==> config.mk <==
export PLATFORM = sky130hd
export DESIGN_NAME = ps2_arrow_decoder
export DESIGN_NICKNAME = d
export VERILOG_FILES = /design/src/rtl/ps2_arrow_decoder.sv
export SDC_FILE = /design/constraint.sdc
export NUM_CORES = 1
export LEC_CHECK = 0
export BUFFER_PORTS_ARGS = -buffer_cell sky130_fd_sc_hd__buf_2
export CAP_MARGIN = 20
export CORE_MARGIN = 4
export CORE_UTILIZATION = 40
export DETAILED_ROUTE_END_ITERATION = 10
export GPL_TIMING_DRIVEN = 0
export SETUP_SLACK_MARGIN = 0.4
export SKIP_LAST_GASP = 1
export SLEW_MARGIN = 20
export SYNTH_ARGS = -nofsm -noshare
export SYNTH_HDL_FRONTEND = slang
export SYNTH_SLANG_ARGS = --single-unit
==> constraint.sdc <==
create_clock -name Clock -period 2 [get_ports Clock]
set_input_delay 0.1 -clock Clock [delete_from_list [all_inputs] [get_ports Clock]]
set_output_delay 0.1 -clock Clock [all_outputs]
set_load 0.05 [all_outputs]
==> src/rtl/ps2_arrow_decoder.sv <==
// ps2_arrow_decoder
// Receive-only PS/2 keyboard interface that turns the extended left/right
// arrow make and break codes into held-key levels for the basket controller.
// Optional build macro PS2_WASD_EN: when defined, the plain A (0x1C) and
// D (0x23) keys also drive left_held / right_held alongside the arrows.

module ps2_arrow_decoder #(
    parameter int TIMEOUT_CYCLES = 50000,
    parameter int SYNC_STAGES    = 2
) (
    input  logic       Clock,
    input  logic       Reset,
    input  logic       PS2_CLK,
    input  logic       PS2_DAT,
    output logic       left_held,
    output logic       right_held,
    output logic [7:0] scan_byte,
    output logic       byte_valid,
    output logic       frame_error
);

    localparam int CNT_W = $clog2(TIMEOUT_CYCLES + 1);
    localparam logic [CNT_W-1:0] CNT_LAST = CNT_W'(TIMEOUT_CYCLES - 1);

    typedef enum logic [1:0] {
        IDLE,
        DATA,
        PARITY,
        STOP
    } state_t;

    state_t                 state;
    logic [SYNC_STAGES-1:0] clk_sync;
    logic [SYNC_STAGES-1:0] dat_sync;
    logic                   clk_prev;
    logic                   ps2_clk_s;
    logic                   dat_bit;
    logic                   fall;
    logic [2:0]             bit_cnt;
    logic [7:0]             shift_reg;
    logic                   parity_bit;
    logic [CNT_W-1:0]       idle_cnt;
    logic                   pending;
    logic                   ext_seen;
    logic                   brk_seen;
    logic                   left_arrow;
    logic                   right_arrow;
`ifdef PS2_WASD_EN
    logic                   left_letter;
    logic                   right_letter;
`endif

    assign ps2_clk_s = clk_sync[SYNC_STAGES-1];
    assign dat_bit   = dat_sync[SYNC_STAGES-1];
    assign fall      = clk_prev & ~ps2_clk_s;

`ifdef PS2_WASD_EN
    assign left_held  = left_arrow | left_letter;
    assign right_held = right_arrow | right_letter;
`else
    assign left_held  = left_arrow;
    assign right_held = right_arrow;
`endif

    // Bring the keyboard pins into the Clock domain; preset high so reset looks like an idle bus
    always_ff @(posedge Clock or posedge Reset) begin
        if (Reset) begin
            clk_sync <= '1;
            dat_sync <= '1;
            clk_prev <= 1'b1;
        end else begin
            clk_sync <= {clk_sync[SYNC_STAGES-2:0], PS2_CLK};
            dat_sync <= {dat_sync[SYNC_STAGES-2:0], PS2_DAT};
            clk_prev <= ps2_clk_s;
        end
    end

    // Frame receiver, inactivity timeout and scan-code decode; a completed byte is decoded one cycle after its stop bit
    always_ff @(posedge Clock or posedge Reset) begin
        if (Reset) begin
            state        <= IDLE;
            bit_cnt      <= 3'd0;
            shift_reg    <= 8'h00;
            parity_bit   <= 1'b0;
            idle_cnt     <= '0;
            pending      <= 1'b0;
            byte_valid   <= 1'b0;
            frame_error  <= 1'b0;
            scan_byte    <= 8'h00;
            ext_seen     <= 1'b0;
            brk_seen     <= 1'b0;
            left_arrow   <= 1'b0;
            right_arrow  <= 1'b0;
`ifdef PS2_WASD_EN
            left_letter  <= 1'b0;
            right_letter <= 1'b0;
`endif
        end else begin
            byte_valid  <= 1'b0;
            frame_error <= 1'b0;
            pending     <= 1'b0;

            if (pending) begin
                byte_valid <= 1'b1;
                scan_byte  <= shift_reg;
                if (shift_reg == 8'hE0) begin
                    ext_seen <= 1'b1;
                end else if (shift_reg == 8'hF0) begin
                    brk_seen <= 1'b1;
                end else begin
                    if (ext_seen && shift_reg == 8'h6B) begin
                        left_arrow <= !brk_seen;
                    end
                    if (ext_seen && shift_reg == 8'h74) begin
                        right_arrow <= !brk_seen;
                    end
`ifdef PS2_WASD_EN
                    if (!ext_seen && shift_reg == 8'h1C) begin
                        left_letter <= !brk_seen;
                    end
                    if (!ext_seen && shift_reg == 8'h23) begin
                        right_letter <= !brk_seen;
                    end
`endif
                    ext_seen <= 1'b0;
                    brk_seen <= 1'b0;
                end
            end

            if (fall) begin
                idle_cnt <= '0;
                case (state)
                    IDLE: begin
                        if (!dat_bit) begin
                            state   <= DATA;
                            bit_cnt <= 3'd0;
                        end else begin
                            frame_error <= 1'b1;
                        end
                    end
                    DATA: begin
                        shift_reg <= {dat_bit, shift_reg[7:1]};
                        bit_cnt   <= bit_cnt + 3'd1;
                        if (bit_cnt == 3'd7) begin
                            state <= PARITY;
                        end
                    end
                    PARITY: begin
                        parity_bit <= dat_bit;
                        state      <= STOP;
                    end
                    STOP: begin
                        state <= IDLE;
                        if ((^{shift_reg, parity_bit}) && dat_bit) begin
                            pending <= 1'b1;
                        end else begin
                            frame_error <= 1'b1;
                            ext_seen    <= 1'b0;
                            brk_seen    <= 1'b0;
                        end
                    end
                    default: state <= IDLE;
                endcase
            end else if (state != IDLE) begin
                if (idle_cnt == CNT_LAST) begin
                    state       <= IDLE;
                    idle_cnt    <= '0;
                    frame_error <= 1'b1;
                    ext_seen    <= 1'b0;
                    brk_seen    <= 1'b0;
                end else begin
                    idle_cnt <= idle_cnt + CNT_W'(1);
                end
            end
        end
    end

endmodule

# Word-level counts from Yosys, hierarchy flattened
# Cells that the tools add are included.
dict set report totals {
  word_cells 87
  latchBits 0
  ramBits 0
  output_inout_bits 12
  mem_bits_ro 0
  register_bits 50
  mem_count 0
}
dict set report op_classes {
  shift 0
  n_div 0
  mux 37
  add_sub_neg 2
  n_eq_ne 12
  n_lt_le_gt_ge 0
  bitwise_logic 4
  n_reduce_logical 16
  mul 0
}
# op count
set op_table {}
lappend op_table {{16-bit two-way mux} 3}
lappend op_table {{1-bit two-way mux} 25}
lappend op_table {{16-bit by 1-bit adder with 16-bit output (second input constant)} 1}
lappend op_table {{16-bit == test (second input constant)} 1}
lappend op_table {{8-bit by 7-bit == test with 1-bit output (second input constant)} 2}
lappend op_table {{8-bit == test (second input constant)} 2}
lappend op_table {{4-bit AND reduction} 3}
lappend op_table {{2-bit two-way mux} 5}
lappend op_table {{9-bit parity} 1}
lappend op_table {{2-bit case mux with 4 select lines} 1}
lappend op_table {{2-bit nonzero test} 4}
lappend op_table {{3-bit inequality test (second input constant)} 2}
lappend op_table {{3-bit case mux with 2 select lines} 1}
lappend op_table {{2-bit == test (second input constant)} 2}
lappend op_table {{2-bit AND reduction} 2}
lappend op_table {{3-bit by 1-bit adder with 3-bit output (second input constant)} 1}
lappend op_table {{3-bit == test (second input constant)} 1}
lappend op_table {{1-bit logical AND} 3}
lappend op_table {{3-bit two-way mux} 1}
lappend op_table {{1-bit inverter} 3}
lappend op_table {{3-bit AND reduction} 1}
lappend op_table {{2-bit by 1-bit == test with 1-bit output (second input constant)} 1}
lappend op_table {{2-bit zero test} 1}
lappend op_table {{2-bit inequality test (second input constant)} 1}
lappend op_table {{other kinds (3)} 3}

# Longest topological paths before layout
dict set report logic_depth {
  word_depth 7
  depth_mapped 7
}

# Worst setup path after synthesis
# OpenSTA, ideal clock, no wires.
dict set report synth_timing {
  path_kind {flip-flop to flip-flop}
  from {register shift_reg[4]}
  to {register frame_error}
  t_required_ps 1904
  setup_ps 96
  slack_ps 271
  path_stages_with_launch 7
  arrival_time_ps 1634
  cell_sequence {dfrtp_1 > buf_6 > xor2_1 > xnor3_2 > mux2i_1 > a2111o_1 > o31ai_1}
}
dict set report synth_via {
  elab_chain_cells 5
}
# item line_no
set synth_lines {}
lappend synth_lines {{start, declared} 40} ;# logic [7:0] shift_reg;
lappend synth_lines {{start signal, assigned} 142} ;# shift_reg <= {dat_bit, shift_reg[7:1]};
lappend synth_lines {{9-bit parity} 154} ;# if ((^{shift_reg, parity_bit}) && dat_bit) begin
lappend synth_lines {{1-bit logical AND} 154}
lappend synth_lines {{1-bit two-way mux} 154}
lappend synth_lines {{1-bit case mux with 2 select lines} 132} ;# case (state)
lappend synth_lines {{1-bit two-way mux} 130} ;# if (fall) begin
lappend synth_lines {{end signal, assigned} 138} ;# frame_error <= 1'b1;
lappend synth_lines {{end signal, assigned} 157} ;# frame_error <= 1'b1;
lappend synth_lines {{end signal, assigned} 168} ;# frame_error <= 1'b1;
lappend synth_lines {{end, declared} 19} ;# output logic frame_error
# No other way between the ends.
# A chain may end at the register's enable or synchronous reset.

# Worst setup path in the final report
dict set report layout_timing {
  from {register shift_reg[0]}
  to {register frame_error}
}
# Same word-level chain as after synthesis.

==> results.md <==
* Outcome: completed
* Clock network fraction of total power at 0.256
* CP Data Arrival Time at 1950 ps
* CP Class: reg -> reg
* Num CTS Buffers at 5
* CTS clk-pin slew, worst paths at 90 ps
* Area contributors post-synth: dfrtp_1 (49%), mux2_2 (7.8%), dfstp_2 (5.7%), ha_1 (4.3%), xor2_1 (3.4%)
* Final Net Count at 251
* Most frequent cells in the layout: dfrtp_1 (41), mux2_2 (16), buf_2 (15), buf_4 (15), nand2_1 (12)
* Mapped Cells at 195
* Setup Skew at 5.44 ps
* CTS H-tree lvls at 2
* Row count at 27
* Gpl congestion at 0.747
* DRT antenna net count at 0
* Mapped Nets at 207
* Initial drt markers at 65
* Die ar. at 7070 um^2
* CP top delay family: XOR/XNOR gates
* Critical R2R Launch: shift_reg[0]
* Sequential group share of total power at 0.430
* Worst Path Buf+Inv at 0
* Crit share post-route at 0.877
* Adder-Cell Fraction of Synth Area at 0.0432
* Post-synthesis sequential area ratio at 0.543
* Setup TNS at 0 ps
* Via density at 5.05
* Slew Viols, Final at 0
* First-pass GRT wire length at 7.51 mm
* Total grt overflow at 0
* Fmax at 570 MHz
* CTS Sinks at 50
* Max-cap violation count at 0
* CP endpoint kind: register
* Most common cell after layout, fill and taps aside: dfrtp_1
* Largest net degree at the start of global routing at 29
* CTS tree: yes
* Post-synth cell types at 40
* Synth Area in Compound Gates at 0.0735
* Die H at 84.1 um
* Number of flip-flops in the largest register at 16
* Via count at 1575
* Initial antenna violation count at 0
* Drt pass-1 iters at 4
* P_int at 1.95 mW
* Mux cell area share after synthesis at 0.0908
* Maximum vdd drop at 0.373 mV
* Slew margin rel. at 0.621
* Setup Viol. Count Final at 0
* Slew of the pin with the lowest slew margin at 569 ps
* Total GRT Usage at 0.132
* Wire length per cell at 14.4 um
* Longest Clk Path Bufs at 2
* Number of global-route vias before repair at 1533
* R2R depth at 5
* Syn. warnings at 0
* Worst Setup Start Kind: register
* FF+latch area at 1260 um^2
* Tmin final at 1750 ps
* CTS root buffer: clkbuf_8
* Pwr per Cell Area at 942 nW/um^2
* Hold WC Path Type: in -> async
* Register-to-register setup slack at 250 ps
* Ports at 16
* DRC viols at 0
* Final hold violation count at 0
* Leakage power at 1.43 nW
* Ant. Diodes at 0
* Routed WL at 4.49 mm
* Switching part of the total at 0.301
* Port bufs at 15
* Fillcell total at 487
* Post-Synth XOR/XNOR Area at 0.0843
* Post-Syn Area at 2320 um^2
* Multi-input gate area at 1140 um^2
* Crit-path cells: xnor2_1, xnor3_2, mux2i_1, a2111o_1, o31ai_1
* Mean Syn Cell Area at 11.9 um^2
* Synth Register Bits at 50
* Top-area cell type share of the netlist area at 0.486
* Largest family of logic cells by synthesized area: simple AND/OR/NAND/NOR gates
* Layout area overhead at 27.9%
* DP Wirelength at 2.86 mm
* Reg2reg end: frame_error
* Crit-path max FO at 5
* Post-synthesis simple-gate area fraction at 0.144
* Logic gate share of total power at 0.314
* Setup WS pre-CTS at 73.5 ps
* Slowest cell delay on critical path at 440 ps
* Levels on crit path at 5
* RSZ-0062 raised after global routing: true
* NetSw at 0.839 mW
* Top cell type by total area after synthesis: dfrtp_1
* Crit-path slowest cell: dfrtp_1
* Die Width at 84.1 um
* Final setup margin at 246 ps
* Clock Latency Late Sink at 310 ps
* Critical path required time at 2190 ps
* Layout cells sized above 1 at 0.413
* Core ar. at 5570 um^2
* Initial Utilization at 0.415
-- worst register-to-register path, cell delays in order (launching register included) --
cell and delay [ps]:
dfrtp_1 440, xnor2_1 210, xnor3_2 360, mux2i_1 160
a2111o_1 380, o31ai_1 100
-- power by group through the flow --
stage / combinational [mW] / clock [mW] / sequential (mW)
3_5_place_dp: 0.615 / 0 / 1.24
6_report: 0.877 / 0.713 / 1.20
2_1_floorplan: 0.484 / 0 / 1.23
3_3_place_gp: 0.597 / 0 / 1.24
4_1_cts: 0.735 / 0.742 / 1.20
5_1_grt: 0.953 / 0.788 / 1.22
-- layer usage --
metal | global-route usage | part of all wire | wire [um]
met5 | 0 | 0 | 0
met4 | 0.0526 | 0.018 | 79
met3 | 0.0346 | 0.033 | 150
met2 | 0.204 | 0.48 | 2140
met1 | 0.176 | 0.47 | 2120
-- layout make-up --
class                   count  area share
flip-flops and latches     50       0.426
multi-input cells         134       0.384
repair buffers             37      0.0976
well taps                  72      0.0304
clock buffers               6      0.0245
plain buffers               5      0.0173
clock inverters             2      0.0127
inverters                   6     0.00760
-- cells in the mapped netlist, drive strengths merged --
library cell  number
inv                6
mux2              16
and4               2
nand3              5
buf                2
or2                1
o31ai              1
mux2i              3
clkbuf             3
or3                1
o2111a             1
o211ai             3
nor3               1
xnor3              2
nand4              6
nor4bb             2
a2111o             1
and2b              1
and3               7
ha                 8
xor2               9
o21ai              8
nor4b              1
nor2              16
xnor2              8
a21boi             2
nor2b              5
a21o               2
a22o               2
nand2b             1
dfstp              5
a21oi              5
nand2             13
dfrtp             45
nor3b              1
-- worst max path at each step --
stage / from / endpoint / slack, ps
finish: shift_reg[0] / frame_error / 250
global route: shift_reg[7] / frame_error / 140
CTS: shift_reg[7] / frame_error / 250
detailed placement: idle_cnt[9] / state[0] / 70
global placement: Reset / bit_cnt[0] / 40
floorplan: shift_reg[7] / frame_error / 370
-- stage by stage --
stage          hold slack [ps]  utilization  power (mW)  cell area [um^2]  std cells
4_1_cts                    360        0.494        2.68              2750        303
3_5_place_dp               165        0.449        1.86              2500        283
5_1_grt                    364        0.532        2.96              2960        312
6_report                   359        0.532        2.79              2960        312
3_3_place_gp               205        0.445        1.84              2480        282
2_1_floorplan              104            -        1.72              2320        195
-- timing repair --
item	in CTS	in global routing
setup endpoints to repair	29	20
hold buffers	3	0
gates resized for setup	14	35
endpoints found under the hold margin	19	0
gates cloned	0	1
setup buffers	9	8
pin swaps	7	8
-- cell families after synthesis --
family,count (synthesis)
XOR/XNOR,19
buffers and inverters,11
flip-flops,50
AND/OR/NAND/NOR,63
adder cells (fa/ha/maj),8
AO/OA/AOI/OAI,25
multiplexers,19
Power figures use the tool's default switching activity.
